[src/rtl/pulse_meter.sv]
// Pulse-train meter: measures period and high time of a synchronized input in
// clock cycles and hands each pair out over valid/ready, with timeout/overrun flags.
module pulse_meter #(
  parameter int CNT_W       = 32,
  parameter int TIMEOUT     = 1_000_000,
  parameter int SYNC_STAGES = 2
) (
  input  logic             clk_100MHz,
  input  logic             RSTN,
  input  logic             sig_in,
  input  logic             enable,
  output logic [CNT_W-1:0] meas_period,
  output logic [CNT_W-1:0] meas_high,
  output logic             meas_valid,
  input  logic             meas_ready,
  output logic             timeout,
  output logic             overrun
);

  typedef enum logic [1:0] {IDLE, ARM, MEASURE} state_t;

  localparam logic [CNT_W-1:0] CNT_MAX = '1;
  localparam logic [CNT_W-1:0] CNT_ONE = CNT_W'(1);
  localparam logic [CNT_W-1:0] TO_VAL  = CNT_W'(TIMEOUT);

  state_t                 state_q;
  logic [SYNC_STAGES-1:0] sync_q;
  logic                   edge_q, rise_q, fall_q;
  logic [CNT_W-1:0]       cnt_q, high_q, period_q, hi_out_q;
  logic                   valid_q, timeout_q, overrun_q;

  logic                   sync_s;
  logic [CNT_W-1:0]       cnt_d;
  logic                   capture_d;

  assign sync_s    = sync_q[SYNC_STAGES-1];
  assign cnt_d     = (cnt_q == CNT_MAX) ? cnt_q : cnt_q + CNT_ONE;
  assign capture_d = (state_q == MEASURE) && rise_q;

  // Strobes are registered so both edges see identical latency.
  always_ff @(posedge clk_100MHz or negedge RSTN) begin
    if (!RSTN) begin
      sync_q <= '0;
      edge_q <= 1'b0;
      rise_q <= 1'b0;
      fall_q <= 1'b0;
    end else begin
      sync_q <= {sync_q[SYNC_STAGES-2:0], sig_in};
      edge_q <= sync_s;
      rise_q <= sync_s & ~edge_q;
      fall_q <= ~sync_s & edge_q;
    end
  end

  always_ff @(posedge clk_100MHz or negedge RSTN) begin
    if (!RSTN) begin
      state_q   <= IDLE;
      cnt_q     <= '0;
      high_q    <= '0;
      period_q  <= '0;
      hi_out_q  <= '0;
      valid_q   <= 1'b0;
      timeout_q <= 1'b0;
      overrun_q <= 1'b0;
    end else if (!enable) begin
      state_q   <= IDLE;
      cnt_q     <= '0;
      high_q    <= '0;
      valid_q   <= 1'b0;
      timeout_q <= 1'b0;
      overrun_q <= 1'b0;
    end else begin
      case (state_q)
        IDLE: begin
          state_q <= ARM;
          cnt_q   <= '0;
        end
        ARM: begin
          if (rise_q) begin
            state_q <= MEASURE;
            cnt_q   <= CNT_ONE;
            high_q  <= '0;
          end else if (cnt_q == TO_VAL) begin
            timeout_q <= 1'b1;
            cnt_q     <= CNT_ONE;
            high_q    <= '0;
          end else begin
            cnt_q <= cnt_d;
          end
        end
        MEASURE: begin
          if (rise_q) begin
            cnt_q  <= CNT_ONE;
            high_q <= '0;
          end else if (cnt_q == TO_VAL) begin
            state_q   <= ARM;
            timeout_q <= 1'b1;
            cnt_q     <= CNT_ONE;
            high_q    <= '0;
          end else begin
            cnt_q <= cnt_d;
            if (fall_q) high_q <= cnt_q;
          end
        end
        default: begin
          state_q <= IDLE;
          cnt_q   <= '0;
        end
      endcase

      // A full output register that is not being drained drops the new pair.
      if (capture_d) begin
        if (!valid_q || meas_ready) begin
          period_q <= cnt_q;
          hi_out_q <= high_q;
          valid_q  <= 1'b1;
        end else begin
          overrun_q <= 1'b1;
        end
      end else if (valid_q && meas_ready) begin
        valid_q <= 1'b0;
      end
    end
  end

  assign meas_period = period_q;
  assign meas_high   = hi_out_q;
  assign meas_valid  = valid_q;
  assign timeout     = timeout_q;
  assign overrun     = overrun_q;

endmodule

[config.mk]
export PLATFORM = sky130hd
export DESIGN_NAME = pulse_meter
export DESIGN_NICKNAME = d
export VERILOG_FILES = /design/src/rtl/pulse_meter.sv
export SDC_FILE = /design/constraint.sdc
export NUM_CORES = 1
export LEC_CHECK = 0
export BUFFER_PORTS_ARGS = -buffer_cell sky130_fd_sc_hd__clkbuf_2
export CAP_MARGIN = 20
export CORE_ASPECT_RATIO = 0.9
export CORE_MARGIN = 3
export CORE_UTILIZATION = 45
export DETAILED_ROUTE_END_ITERATION = 6
export HOLD_SLACK_MARGIN = 0.08
export PLACE_DENSITY_LB_ADDON = 0.3
export SLEW_MARGIN = 20
export SYNTH_ARGS = -nofsm -noshare
export SYNTH_HDL_FRONTEND = slang
export SYNTH_SLANG_ARGS = --single-unit
[constraint.sdc]
create_clock -name clk_100MHz -period 5.53 [get_ports clk_100MHz]
set_clock_uncertainty 0.2 [all_clocks]
set_input_delay 0.2765 -clock clk_100MHz [delete_from_list [all_inputs] [get_ports clk_100MHz]]
set_output_delay 0.2765 -clock clk_100MHz [all_outputs]
set_load 0.01 [all_outputs]
==> flow_summary.json <==
{
  "status": "completed",
  "clkLatencyLatePin_ns": 0.42,
  "viasPerCell": 5.49,
  "num_vias": 3832,
  "intPower_uw": 1820,
  "clk_pin_slew_ns": 0.05,
  "hp-class": "reg2reg",
  "grt_start_max_net_pins": 74,
  "finalMaxSlewViolations": 0,
  "p_sw_frac": 0.215,
  "switching_power_uw": 496,
  "max_slew_margin": 0.393,
  "antenna_found_initial": 0,
  "setup_viol": 0,
  "fp.dieArea_um2": 14100,
  "peakVddDrop_uv": 203,
  "cts_tree": "built",
  "rsz0062_at_grt": "no",
  "start_kind": "flop",
  "cpMaxStageDelayCell": "or4_1",
  "period_needed_ns": 3.10,
  "worstSetupStartpoint": "cnt_q[21]$_DFFE_PN0P_",
  "synth.top_cell.area_share": 0.604,
  "max_slew.worst_pin.slew_ns": 0.908,
  "crit_fanout": 18,
  "hold_viol_final": 0,
  "cts_root_buf": "clkbuf_16",
  "ys_warn_count": 0,
  "grt_use_total": 0.177,
  "crit_required_ns": 5.63,
  "synth_top_family_by_area": "multiplexers",
  "crit_chain": "or4_1 > or4_4 > or2_1 > and4b_1 > buf_4 > a22o_1",
  "dieWidth_um": 125,
  "ys_types": 41,
  "rows": 38,
  "synth_edf_count": 0,
  "synth-simple-area-share": 0.0926,
  "seqPwrFrac": 0.444,
  "htreeDepth": 4,
  "timing.setup.tns_ns": 0,
  "drive_gt1_frac": 0.322,
  "first_iter_violations": 381,
  "stdcell_count": 698,
  "cp-end-kind": "flop",
  "start_util": 0.468,
  "ys_async_sr_fraction": 1.00,
  "pwr-share-clk": 0.510,
  "portBuffers": 71,
  "synthCells": 453,
  "combPwrFrac": 0.046,
  "stdcell_area_um2": 6860,
  "hpwlAfterDp_um": 7650,
  "cts_setup_buffers": 0,
  "area_growth_syn_to_layout_pct": 20.1,
  "fin_crit_sh": 0.561,
  "synth_xor_xnor_area_share": 0.0429,
  "synth_fa_ha_area_frac": 0.0131,
  "drc_errors": 0,
  "synth_seq_cells": 138,
  "yosys.area.top_type": "dfrtp_1",
  "avgSynthCellArea_um2": 12.6,
  "wl_um": 11700,
  "holdPathStages": 0,
  "finalNetCount": 536,
  "die_h_um": 113,
  "r2r_start": "cnt_q[21]$_DFFE_PN0P_",
  "fmax_ghz": 0.322,
  "grt_pass1_wl_um": 20100,
  "hp-start": "sync_q[0]$_DFF_PN0_",
  "synth_area_leaders": "dfrtp_1 (60%), mux2_2 (11%), a22o_1 (4.9%)",
  "fin_ws_ns": 2.43,
  "cp_slowest_stage_delay_ns": 0.58,
  "leakage_uw": 0.00332,
  "place_area_um2": 6190,
  "cts_buffers": 17,
  "grt_overflow": 0,
  "core_um2": 12200,
  "synth-main-ff-cell": "dfrtp_1",
  "worst_hold_path.endpoint": "sync_q[1]$_DFF_PN0_",
  "clock-sinks": 138,
  "gp_congestion": 0.835,
  "whs_ns": 0.146,
  "syn-cell-area_um2": 5710,
  "diodes": 0,
  "synth_compound_area_frac": 0.102,
  "critPathKind": "reg2reg",
  "ant_nets": 0,
  "rrSetupSlack_ns": 2.43,
  "synth_nets": 464,
  "wl_per_cell_um": 16.8,
  "maxCapViolCount": 0,
  "p_per_area_nw_per_um2": 337,
  "pre_cts_slack_ns": 2.45,
  "layout_common_cells": "dfrtp_1 (138), clkbuf_2 (70), mux2_2 (58)",
  "cp.arrival_ns": 3.20,
  "place_inst": 662,
  "synthMuxAreaShare": 0.114,
  "dr.pass1.iters": 5,
  "reg2reg_depth": 6,
  "r2r-end": "high_q[20]$_DFFE_PN0P_",
  "layout_commonest_cell": "dfrtp_1",
  "grt_pass1_vias": 3867,
  "clock_path_buffers": 2,
  "ys_seq_area_frac": 0.604,
  "ios": 72
}
==> flip-flops by register name, indices dropped and copies added, names as in the netlist, 2 cells and up <==
register	cells
cnt_q	32
state_q	2
high_q	32
meas_period	32
meas_high	32
sync_q	2
==> power by group through the flow <==
stage                     logic [uW]  registers (uW)  clock network [uW]
final                            107            1030                1180
after global routing             122            1030                1250
after CTS                        108            1030                1200
after detailed placement         106            1040                   0
after global placement           100            1040                   0
after floorplan                 58.8            1040                   0
==> Yosys cell counts, types with 2 or more instances <==
master / number
or2_2: 2
a211oi_1: 2
or4_1: 6
nand2b_1: 2
nor2_1: 21
nor4_1: 2
nand3_1: 8
xnor2_1: 22
a22o_1: 32
nor3_1: 10
a21oi_1: 3
o21ai_0: 37
mux2_2: 58
nand2_1: 24
dfrtp_1: 138
nor2b_1: 2
buf_6: 4
nor4b_1: 4
ha_1: 6
inv_1: 11
or3_1: 2
and4_1: 2
o211ai_1: 3
clkbuf_1: 24
xor2_1: 6
nand4_1: 7
==> what timing repair did <==
item                                    in CTS  in global routing
hold buffers                                 4                  0
gates resized for setup                      0                  0
endpoints found under the hold margin       70                  0
endpoints found under the setup margin       0                  0
==> stage by stage <==
step                      power [uW]  utilization
after floorplan                 1100            -
after global placement          1140        0.506
after detailed placement        1150        0.506
after CTS                       2340        0.561
after global routing            2400        0.561
final                           2310        0.561
==> kinds of logic after synthesis <==
group / after synthesis
flip-flops: 138
AND/OR/NAND/NOR: 99
AO/OA/AOI/OAI: 85
multiplexers: 58
buffers and inverters: 39
XOR/XNOR: 28
adder cells (fa/ha/maj): 6
==> worst max-delay path: cells and delay by family, from the launching register on <==
family | cells | cell delay [ns]
AO/OA/AOI/OAI | 1 | 0.26
buffers and inverters | 1 | 0.30
flip-flops | 1 | 0.45
AND/OR/NAND/NOR | 4 | 1.78
==> cell type report <==
class | instances | area, um^2
Clock buffer | 22 | 494
Clock inverter | 10 | 138
Fill cell | 1008 | 5360
Inverter | 11 | 41.3
Multi-Input combinational cell | 276 | 2090
Sequential cell | 138 | 3450
Tap cell | 160 | 200
Timing Repair Buffer | 81 | 447
==> worst max-delay path by stage <==
stage	to	slack (ns)
detailed placement	high_q[20]$_DFFE_PN0P_	2.45
global route	cnt_q[11]$_DFFE_PN0P_	2.24
floorplan	high_q[0]$_DFFE_PN0P_	2.85
global placement	high_q[21]$_DFFE_PN0P_	2.52
finish	high_q[20]$_DFFE_PN0P_	2.43
CTS	high_q[20]$_DFFE_PN0P_	2.44
==> metal layers <==
layer,up-vias,global-route usage,share of wire
met3,11,0.0510,0.052
met5,-,0,0
met4,0,0.0672,0.0099
met2,104,0.262,0.45
met1,1953,0.250,0.49
li1,1764,-,-
Note: power is estimated with default switching activity, not from simulation.
